### config.mk
export PLATFORM = sky130hd
export DESIGN_NAME = multiplier_unit
export DESIGN_NICKNAME = d
export VERILOG_FILES = /design/src/rtl/mips_func_pkg.sv /design/src/rtl/hilo_reg.sv /design/src/rtl/multiplier_unit.sv
export SDC_FILE = /design/constraint.sdc
export NUM_CORES = 1
export LEC_CHECK = 0
export BUFFER_PORTS_ARGS = -buffer_cell sky130_fd_sc_hd__buf_2
export CAP_MARGIN = 20
export CORE_MARGIN = 1.5
export CORE_UTILIZATION = 58
export CTS_CLUSTER_DIAMETER = 40
export DETAILED_ROUTE_END_ITERATION = 12
export PLACE_DENSITY = 0.8
export SYNTH_ARGS = -nofsm -noshare
export SYNTH_HDL_FRONTEND = slang
export SYNTH_SLANG_ARGS = --single-unit
export TNS_END_PERCENT = 1
### constraint.sdc
create_clock -name clk -period 3.2 [get_ports clk]
set_input_delay 0.32 -clock clk [delete_from_list [all_inputs] [get_ports clk]]
set_output_delay 0.32 -clock clk [all_outputs]
set_load 0.01 [all_outputs]
### src/rtl/mips_func_pkg.sv
`default_nettype none
// ============================================================================
// Module      : mips_func_pkg
// Description : Shared ALU-control function codes and the multiplier FSM
//               state encoding used by the multiply unit.
// Revision    : 1.0 - initial release
// ============================================================================
package mips_func_pkg;

    // Function codes carried on SignaltoMUT
    localparam logic [5:0] c_FUNC_NOP   = 6'b000000;
    localparam logic [5:0] c_FUNC_MFHI  = 6'b010000;
    localparam logic [5:0] c_FUNC_MFLO  = 6'b010010;
    localparam logic [5:0] c_FUNC_MULT  = 6'b011000;
    localparam logic [5:0] c_FUNC_MULTU = 6'b011001;

    // Multiplier controller states
    typedef enum logic [1:0] {
        ST_IDLE = 2'd0,
        ST_BUSY = 2'd1,
        ST_DONE = 2'd2
    } mul_state_t;

endpackage : mips_func_pkg
`default_nettype wire

### src/rtl/hilo_reg.sv
`default_nettype none
// ============================================================================
// Module      : hilo_reg
// Description : HI/LO result register pair with a shared write enable and
//               synchronous active-high reset.
// Revision    : 1.0 - initial release
// ============================================================================
module hilo_reg #(
    parameter int WIDTH = 32
) (
    input  logic             clk,
    input  logic             reset,
    input  logic             we,
    input  logic [WIDTH-1:0] hi_in,
    input  logic [WIDTH-1:0] lo_in,
    output logic [WIDTH-1:0] hi,
    output logic [WIDTH-1:0] lo
);

    logic [WIDTH-1:0] r_hi;
    logic [WIDTH-1:0] r_lo;

    // Capture both halves together when the multiplier commits a result
    always_ff @(posedge clk) begin
        if (reset) begin
            r_hi <= '0;
            r_lo <= '0;
        end else if (we) begin
            r_hi <= hi_in;
            r_lo <= lo_in;
        end
    end

    assign hi = r_hi;
    assign lo = r_lo;

endmodule : hilo_reg
`default_nettype wire

### src/rtl/multiplier_unit.sv
`default_nettype none
// ============================================================================
// Module      : multiplier_unit
// Description : Iterative shift-add multiplier (one product bit per cycle)
//               with HI/LO result registers and MFHI/MFLO read-out.
//               Optional macro MULT_SIGNED_EN adds the signed MULT command.
// Revision    : 1.0 - initial release
// ============================================================================
module multiplier_unit
    import mips_func_pkg::*;
#(
    parameter int WIDTH = 32
) (
    input  logic             clk,
    input  logic             reset,
    input  logic [5:0]       SignaltoMUT,
    input  logic [WIDTH-1:0] dataA,
    input  logic [WIDTH-1:0] dataB,
    output logic [WIDTH-1:0] dataOut,
    output logic             busy,
    output logic             done
);

    localparam int         CNT_W      = (WIDTH > 1) ? $clog2(WIDTH) : 1;
    localparam logic [CNT_W-1:0] c_CNT_LAST = CNT_W'(WIDTH - 1);

    mul_state_t         r_state;
    mul_state_t         w_state_nxt;
    logic [WIDTH-1:0]   r_mcand;
    logic [2*WIDTH-1:0] r_prod;
    logic [CNT_W-1:0]   r_cnt;
    logic               r_done;
    logic [WIDTH-1:0]   r_data_out;

    logic               w_start;
    logic               w_last;
    logic [WIDTH:0]     w_sum;
    logic [2*WIDTH-1:0] w_prod_step;
    logic [2*WIDTH-1:0] w_result;
    logic [WIDTH-1:0]   w_load_a;
    logic [WIDTH-1:0]   w_load_b;
    logic [WIDTH-1:0]   w_hi;
    logic [WIDTH-1:0]   w_lo;
    logic               w_hilo_we;

`ifdef MULT_SIGNED_EN
    logic               r_sign;
    logic               w_signed_cmd;
    logic               w_load_sign;

    // Signed commands multiply magnitudes and remember the result sign
    always_comb begin
        w_signed_cmd = (SignaltoMUT == c_FUNC_MULT);
        w_load_a     = (w_signed_cmd && dataA[WIDTH-1]) ? (~dataA + 1'b1) : dataA;
        w_load_b     = (w_signed_cmd && dataB[WIDTH-1]) ? (~dataB + 1'b1) : dataB;
        w_load_sign  = w_signed_cmd && (dataA[WIDTH-1] ^ dataB[WIDTH-1]);
        w_start      = (r_state == ST_IDLE) &&
                       ((SignaltoMUT == c_FUNC_MULTU) || w_signed_cmd);
        w_result     = r_sign ? (~r_prod + 1'b1) : r_prod;
    end
`else
    // Unsigned-only build: operands load as-is, product is the result
    always_comb begin
        w_load_a = dataA;
        w_load_b = dataB;
        w_start  = (r_state == ST_IDLE) && (SignaltoMUT == c_FUNC_MULTU);
        w_result = r_prod;
    end
`endif

    // One shift-add step; the extra sum bit keeps the carry out of the add
    always_comb begin
        w_sum       = {1'b0, r_prod[2*WIDTH-1:WIDTH]} +
                      (r_prod[0] ? {1'b0, r_mcand} : {(WIDTH+1){1'b0}});
        w_prod_step = {w_sum, r_prod[WIDTH-1:1]};
        w_last      = (r_cnt == c_CNT_LAST);
    end

    // Next-state logic; commands are only accepted in IDLE
    always_comb begin
        w_state_nxt = r_state;
        w_hilo_we   = 1'b0;
        case (r_state)
            ST_IDLE: if (w_start) w_state_nxt = ST_BUSY;
            ST_BUSY: if (w_last)  w_state_nxt = ST_DONE;
            ST_DONE: begin
                w_hilo_we   = 1'b1;
                w_state_nxt = ST_IDLE;
            end
            default: w_state_nxt = ST_IDLE;
        endcase
    end

    // State register
    always_ff @(posedge clk) begin
        if (reset) r_state <= ST_IDLE;
        else       r_state <= w_state_nxt;
    end

    // Multiplier datapath: operand latch, product shift register, counter
    always_ff @(posedge clk) begin
        if (reset) begin
            r_mcand <= '0;
            r_prod  <= '0;
            r_cnt   <= '0;
`ifdef MULT_SIGNED_EN
            r_sign  <= 1'b0;
`endif
        end else if (w_start) begin
            r_mcand <= w_load_a;
            r_prod  <= {{WIDTH{1'b0}}, w_load_b};
            r_cnt   <= '0;
`ifdef MULT_SIGNED_EN
            r_sign  <= w_load_sign;
`endif
        end else if (r_state == ST_BUSY) begin
            r_prod <= w_prod_step;
            r_cnt  <= w_last ? '0 : r_cnt + 1'b1;
        end
    end

    // Done pulse follows the cycle in which HI/LO are committed
    always_ff @(posedge clk) begin
        if (reset) r_done <= 1'b0;
        else       r_done <= w_hilo_we;
    end

    // MFHI/MFLO read-out, only honoured while the unit is idle
    always_ff @(posedge clk) begin
        if (reset) begin
            r_data_out <= '0;
        end else if (r_state == ST_IDLE) begin
            if (SignaltoMUT == c_FUNC_MFHI)      r_data_out <= w_hi;
            else if (SignaltoMUT == c_FUNC_MFLO) r_data_out <= w_lo;
        end
    end

    hilo_reg #(
        .WIDTH (WIDTH)
    ) u_hilo (
        .clk   (clk),
        .reset (reset),
        .we    (w_hilo_we),
        .hi_in (w_result[2*WIDTH-1:WIDTH]),
        .lo_in (w_result[WIDTH-1:0]),
        .hi    (w_hi),
        .lo    (w_lo)
    );

    assign busy    = (r_state != ST_IDLE);
    assign done    = r_done;
    assign dataOut = r_data_out;

endmodule : multiplier_unit
`default_nettype wire

==> results of run 1 <==
-- layout make-up --
class | instances | area [um2]
clock inverter | 15 | 179
fill | 1307 | 4860
sequential | 200 | 4010
tap | 211 | 264
clock buffer | 17 | 425
timing repair buffer | 120 | 669
inverter | 9 | 33.8
multi-input combinational | 876 | 4880
-- synthesized netlist by cell type, types with 2 or more instances --
master | number | share of area
o22ai_1 | 3 | 0.0020
a41oi_1 | 2 | 0.0019
clkbuf_1 | 64 | 0.026
and3_1 | 5 | 0.0034
and4_1 | 2 | 0.0019
mux2i_1 | 32 | 0.035
a21oi_1 | 181 | 0.099
dfxtp_1 | 200 | 0.44
a211oi_1 | 40 | 0.033
nand3_1 | 18 | 0.0098
inv_1 | 9 | 0.0037
nor3b_1 | 2 | 0.0016
o21ai_0 | 36 | 0.020
nand4_1 | 5 | 0.0034
xor2_1 | 11 | 0.011
nor2_1 | 75 | 0.031
ha_1 | 34 | 0.046
o21bai_1 | 5 | 0.0041
or3_1 | 2 | 0.0014
nor2b_1 | 3 | 0.0020
a22oi_1 | 30 | 0.025
a311oi_1 | 2 | 0.0019
nand2b_1 | 5 | 0.0034
or4_1 | 3 | 0.0025
buf_1 | 13 | 0.0053
xnor2_1 | 11 | 0.011
o211ai_1 | 4 | 0.0033
and2_1 | 35 | 0.024
a21o_1 | 13 | 0.011
a31oi_1 | 10 | 0.0068
nand3b_1 | 2 | 0.0016
nand2_1 | 286 | 0.12
nor3_1 | 7 | 0.0038
-- power by group through the flow --
stage                     logic (mW)  registers (mW)  clock network [mW]
final                          0.161            2.52                2.16
after detailed placement       0.160            2.58                   0
after global placement         0.158            2.57                   0
after global routing           0.177            2.52                2.29
after floorplan               0.0807            2.58                   0
after CTS                      0.161            2.52                2.18
-- cells by family after synthesis --
kind of cell | synth area share
simple gates | 0.210
mux | 0.0349
flops | 0.437
fa+ha+maj | 0.0486
buf+inv | 0.0352
xor+xnor | 0.0210
compound gates | 0.214
-- stage by stage --
stage          instance area, um2  instances
2_1_floorplan                9170       1162
3_3_place_gp                 9840       1416
3_5_place_dp                 9840       1416
4_1_cts                     10400       1448
5_1_grt                     10500       1448
6_report                    10500       1448
-- how the worst min path moves through the flow --
stage                 from           to  depth (start not counted)  slack, ns
2_1_floorplan   r_mcand[0]   r_mcand[0]                          2       0.43
3_3_place_gp   r_mcand[24]  r_mcand[24]                          2       0.44
3_5_place_dp   r_mcand[17]  r_mcand[17]                          2       0.44
4_1_cts          dataA[23]  r_mcand[23]                          3       0.11
5_1_grt          dataA[29]  r_mcand[29]                          3       0.11
6_report         dataA[23]  r_mcand[23]                          3       0.11
-- worst register-to-register path, delay by kind of cell (launching register included) --
kind / cells / cell delay (ns)
and+or+nand+nor: 3 / 1.04
adders and majority gates: 2 / 0.43
AOI/OAI and AO/OA: 5 / 1.01
DFF: 1 / 0.41
-- sequential cells by signal (all words and copies together), names as in the netlist --
name	flops
r_prod	64
dataOut	32
r_mcand	32
u_hilo.hi	32
u_hilo.lo	32
r_cnt	5
r_state	2
done	1
-- per-layer routing --
layer,vias up,GRT usage,share of wire
li1,4160,-,-
met5,-,0,0
met1,3781,0.389,0.48
met4,0,0.0720,0.017
met2,258,0.422,0.44
met3,27,0.0565,0.061
-- what timing repair did --
item | 4_1_cts | 5_1_grt
gates resized for setup | 0 | 3
setup buffers | 0 | 0
setup endpoints to repair | 0 | 3
==> flow_summary.yaml, run 1 <==
run_status:
  status: "completed"
grt:
  grt_pass1_wl_um: 36000
  grt_pass1_vias: 7283
  antenna_found_initial: 0
  grt_use_total: 0.273
  grt_max_degree: 164
  overflow: 0
timing:
  rsz0062_at_grt: "false"
  finClkSkew_ns: 0.00816
  fin_tns_setup_ns: 0
  max_freq_mhz: 339
  worst_pin_slew_ns: 0.975
  setup_violations: 0
  hold_ws_ns: 0.112
  finalCritPeriodShare: 0.923
  min_period_ns: 2.95
  drv_slew: 0
  final.setup.worst_slack_ns: 0.246
  maxSlewHeadroom: 0.350
  hold_viol_final: 0
worst_setup_path:
  reg2reg_depth: 10
  worst_setup_path_end_kind: "register"
  required_ns: 3.57
  crit_buf_inv: 0
  timing.critical_path.cells: "and2_1, ha_1, fa_1, a21o_1, a221oi_2, or3b_1, a211o_1, o21a_1, or4_1, a31oi_1"
  crit_type: "reg2reg"
  path_depth: 10
  r2r_end: "r_prod[57]"
  critPathMaxStageDelay_ns: 0.48
  crit_arrival_ns: 3.32
  slowest_stage: "or4_1"
  critPathMaxFanout: 9
  crit_path_start_kind: "register"
  startpoint: "r_prod[0]"
  r2r_start: "r_prod[0]"
  crit_family: "simple AND/OR/NAND/NOR gates"
  crit_path_end: "r_prod[57]"
  reg2reg_slack_ns: 0.25
power:
  seq_power_share: 0.520
  p_comb_frac: 0.033
  ir_worst_vdd_mv: 0.425
  p_int_mw: 3.69
  power_mw: 4.84
  netSwitchingFraction: 0.238
  power.switching_mw: 1.15
  pwr_density_cell_mw_per_mm2: 463
  p_clk_frac: 0.446
  p_leak_nw: 4.09
place:
  gp_congestion: 0.968
  port_buffers: 105
  dp_slack_ns: 0.195
  hpwlAfterDp_um: 15000
floorplan:
  die_x_um: 129
  core_mm2: 0.0153
  io_pins: 106
  start_util: 0.599
  die-height_um: 129
  die_area_mm2: 0.0166
  num_rows: 45
yosys:
  ys_seq_area_frac: 0.437
  synth_seq_cells: 200
  synth_cell_types: 45
  synth_edf_count: 0
  synth_area_mm2: 0.00917
  synth_nets: 1269
  async_flop_share: 0
  dominantRegCellSynth: "dfxtp_1"
  postSynthCellCount: 1162
  yosysWarnings: 0
  syn_area_per_cell_um2: 7.89
cts:
  ctsHoldBuffers: 0
  cts_sinks: 200
  cts_tree: "yes"
  clkTransAtPathRegs_ns: 0.07
  cts_buffers: 17
  clk-insertion-delay-late_ns: 0.44
  cts_max_path_buffers: 2
  cts_root_buf: "clkbuf_16"
  htree_levels: 4
cells_and_area:
  finish.utilization: 0.683
  layout-drive-gt1-share: 0.132
  area_growth_pct: 14.0
  layout_commonest_cell: "nand2_1"
  diodes: 0
  final_cell_mix: "285 x nand2_1, 199 x dfxtp_1, 181 x a21oi_1"
  nNetsFinal: 1331
detailed_routing:
  drc_errors: 0
  wl_per_cell_um: 15.3
  drt_iter0_drc: 753
  postRouteAntennaNets: 0
  drt_wl_total_um: 22200
  via_per_inst: 5.68
  dr.pass1.iters: 5
  vias: 8226
worst_hold_path:
  min_path_type: "in2reg"
job:
  drv_cap: 0
(Power assumes the default switching activity.)
==> run 2, diff against run 1 <==
--- a/config.mk
+++ b/config.mk
@@ -8,10 +8,11 @@
 export BUFFER_PORTS_ARGS = -buffer_cell sky130_fd_sc_hd__buf_2
 export CAP_MARGIN = 20
 export CORE_MARGIN = 1.5
-export CORE_UTILIZATION = 58
+export CORE_UTILIZATION = 55
 export CTS_CLUSTER_DIAMETER = 40
 export DETAILED_ROUTE_END_ITERATION = 12
-export PLACE_DENSITY = 0.8
+export PLACE_DENSITY = 0.77
+export REMOVE_ABC_BUFFERS = 1
 export SYNTH_ARGS = -nofsm -noshare
 export SYNTH_HDL_FRONTEND = slang
 export SYNTH_SLANG_ARGS = --single-unit
==> flow_summary.yaml, run 2 (synthesized netlist as in run 1, its figures left out) <==
run_status:
  status: "completed"
place:
  port_buffers: 105
  dp.cells: 1426
  dpl-instance-area_mm2: 0.00983
  gp_congestion: 0.893
  hpwlAfterDp_um: 14700
  dp_slack_ns: 0.251
worst_setup_path:
  reg2reg_depth: 11
  crit_arrival_ns: 3.34
  crit_type: "reg2reg"
  worst_setup_path_end_kind: "register"
  r2r_start: "r_prod[0]"
  critPathMaxFanout: 9
  crit_path_start_kind: "register"
  r2r_end: "r_prod[63]"
  required_ns: 3.56
  reg2reg_slack_ns: 0.22
power:
  seq_power_share: 0.498
  p_leak_nw: 4.11
  p_comb_frac: 0.031
  pwr_density_cell_mw_per_mm2: 481
  p_int_mw: 3.99
  power.switching_mw: 1.06
  ir_worst_vdd_mv: 0.414
  power_mw: 5.05
  p_clk_frac: 0.470
  netSwitchingFraction: 0.211
timing:
  worst_pin_slew_ns: 1.07
  rsz0062_at_grt: "false"
  min_period_ns: 2.98
  finClkSkew_ns: 0.00781
  setup_violations: 0
  hold_viol_final: 0
  hold_ws_ns: 0.116
  max_freq_mhz: 335
  final.setup.worst_slack_ns: 0.219
  finalCritPeriodShare: 0.931
  fin_tns_setup_ns: 0
  maxSlewHeadroom: 0.282
  drv_slew: 0
cells_and_area:
  nNetsFinal: 1332
  final_cell_mix: "285 x nand2_1, 200 x dfxtp_1, 181 x a21oi_1"
  diodes: 0
  finish.utilization: 0.640
  layout-drive-gt1-share: 0.131
  fin_cells: 1458
  area_growth_pct: 14.5
  top_register: "r_prod"
  postLayoutCellArea_mm2: 0.0105
  layout_commonest_cell: "nand2_1"
  largest_reg_flops: 64
grt:
  grt_pass1_vias: 7478
  antenna_found_initial: 0
  grt_use_total: 0.252
  grt_max_degree: 66
  overflow: 0
  grt_pass1_wl_um: 36400
floorplan:
  die_area_mm2: 0.0175
  die_x_um: 132
  die-height_um: 132
  io_pins: 106
  core_mm2: 0.0164
  start_util: 0.559
  num_rows: 47
cts:
  htree_levels: 4
  cts-resized-gates: 0
  cts_buffers: 17
  cts_tree: "yes"
  cts_setup_buffers: 0
  ctsHoldBuffers: 0
  cts_sinks: 200
  clk-insertion-delay-late_ns: 0.44
  cts_max_path_buffers: 2
  clkTransAtPathRegs_ns: 0.07
  cts_root_buf: "clkbuf_16"
worst_hold_path:
  holdPathStages: 3
  min_path_type: "in2reg"
  hp-start: "dataA[18]"
  hold_path_end: "r_mcand[18]"
detailed_routing:
  wl_met2_um: 9640
  drt_iter0_drc: 675
  drt_wl_total_um: 21700
  vias: 8163
  m1WireLength_um: 10500
  wl_met3_um: 1210
  dr.pass1.iters: 5
  dr.max_layer_used: "met4"
  wl_per_cell_um: 14.9
  drc_errors: 0
  postRouteAntennaNets: 0
  via_per_inst: 5.60
job:
  drv_cap: 0
==> run 2: cell count changes in the layout (fill, tap and decap cells not counted), sizes merged <==
cell      previous run  this run
bufinv               1         5
clkinvlp             2         1
inv                 15        13
clkbuf              17        19
clkinv               6         3
buf                120       121
==> run 2: worst max path at each step <==
| stage | start | endpoint | slack, ns | cells after the start |
|---|---|---|---|---|
| 2_1_floorplan | r_state[1] | dataOut[0] | -2.42 | 4 |
| 3_3_place_gp | r_prod[0] | r_prod[57] | 0.29 | 9 |
| 3_5_place_dp | r_prod[0] | r_prod[63] | 0.25 | 10 |
| 4_1_cts | r_prod[0] | r_prod[62] | 0.24 | 11 |
| 5_1_grt | r_prod[0] | r_prod[57] | 0.007 | 9 |
| 6_report | r_prod[0] | r_prod[63] | 0.22 | 11 |
==> run 2: power groups by stage <==
stage | Combinational [mW] | Sequential (mW) | Clock [mW]
3_5_place_dp | 0.158 | 2.58 | 0
2_1_floorplan | 0.0515 | 2.58 | 0
6_report | 0.158 | 2.52 | 2.38
4_1_cts | 0.159 | 2.52 | 2.40
3_3_place_gp | 0.157 | 2.58 | 0
5_1_grt | 0.176 | 2.52 | 2.50
==> run 2: critical path, cell delays in order, from the launching register on <==
cell and delay, ns:
dfxtp_1 0.46, and2_1 0.17, ha_1 0.21, fa_1 0.23, a21o_1 0.15, a221oi_2 0.08
or3b_1 0.39, a211o_1 0.36, nand2_1 0.18, a31oi_1 0.18, or3_1 0.39, a31oi_1 0.13
==> run 2: cell type report <==
type                       count  area [um2]
timing repair buffer         121         648
multi-input combinational    876        4880
fill                        1467        5910
clock inverter                13         214
inverter                       9        33.8
clock buffer                  19         443
tap                          220         275
sequential                   200        4000
==> run 2: routing by layer <==
layer  vias to the layer above  global-route usage
li1                       4158                   -
met5                         -                   0
met3                        24              0.0392
met4                         0              0.0704
met2                       273               0.397
met1                      3708               0.360
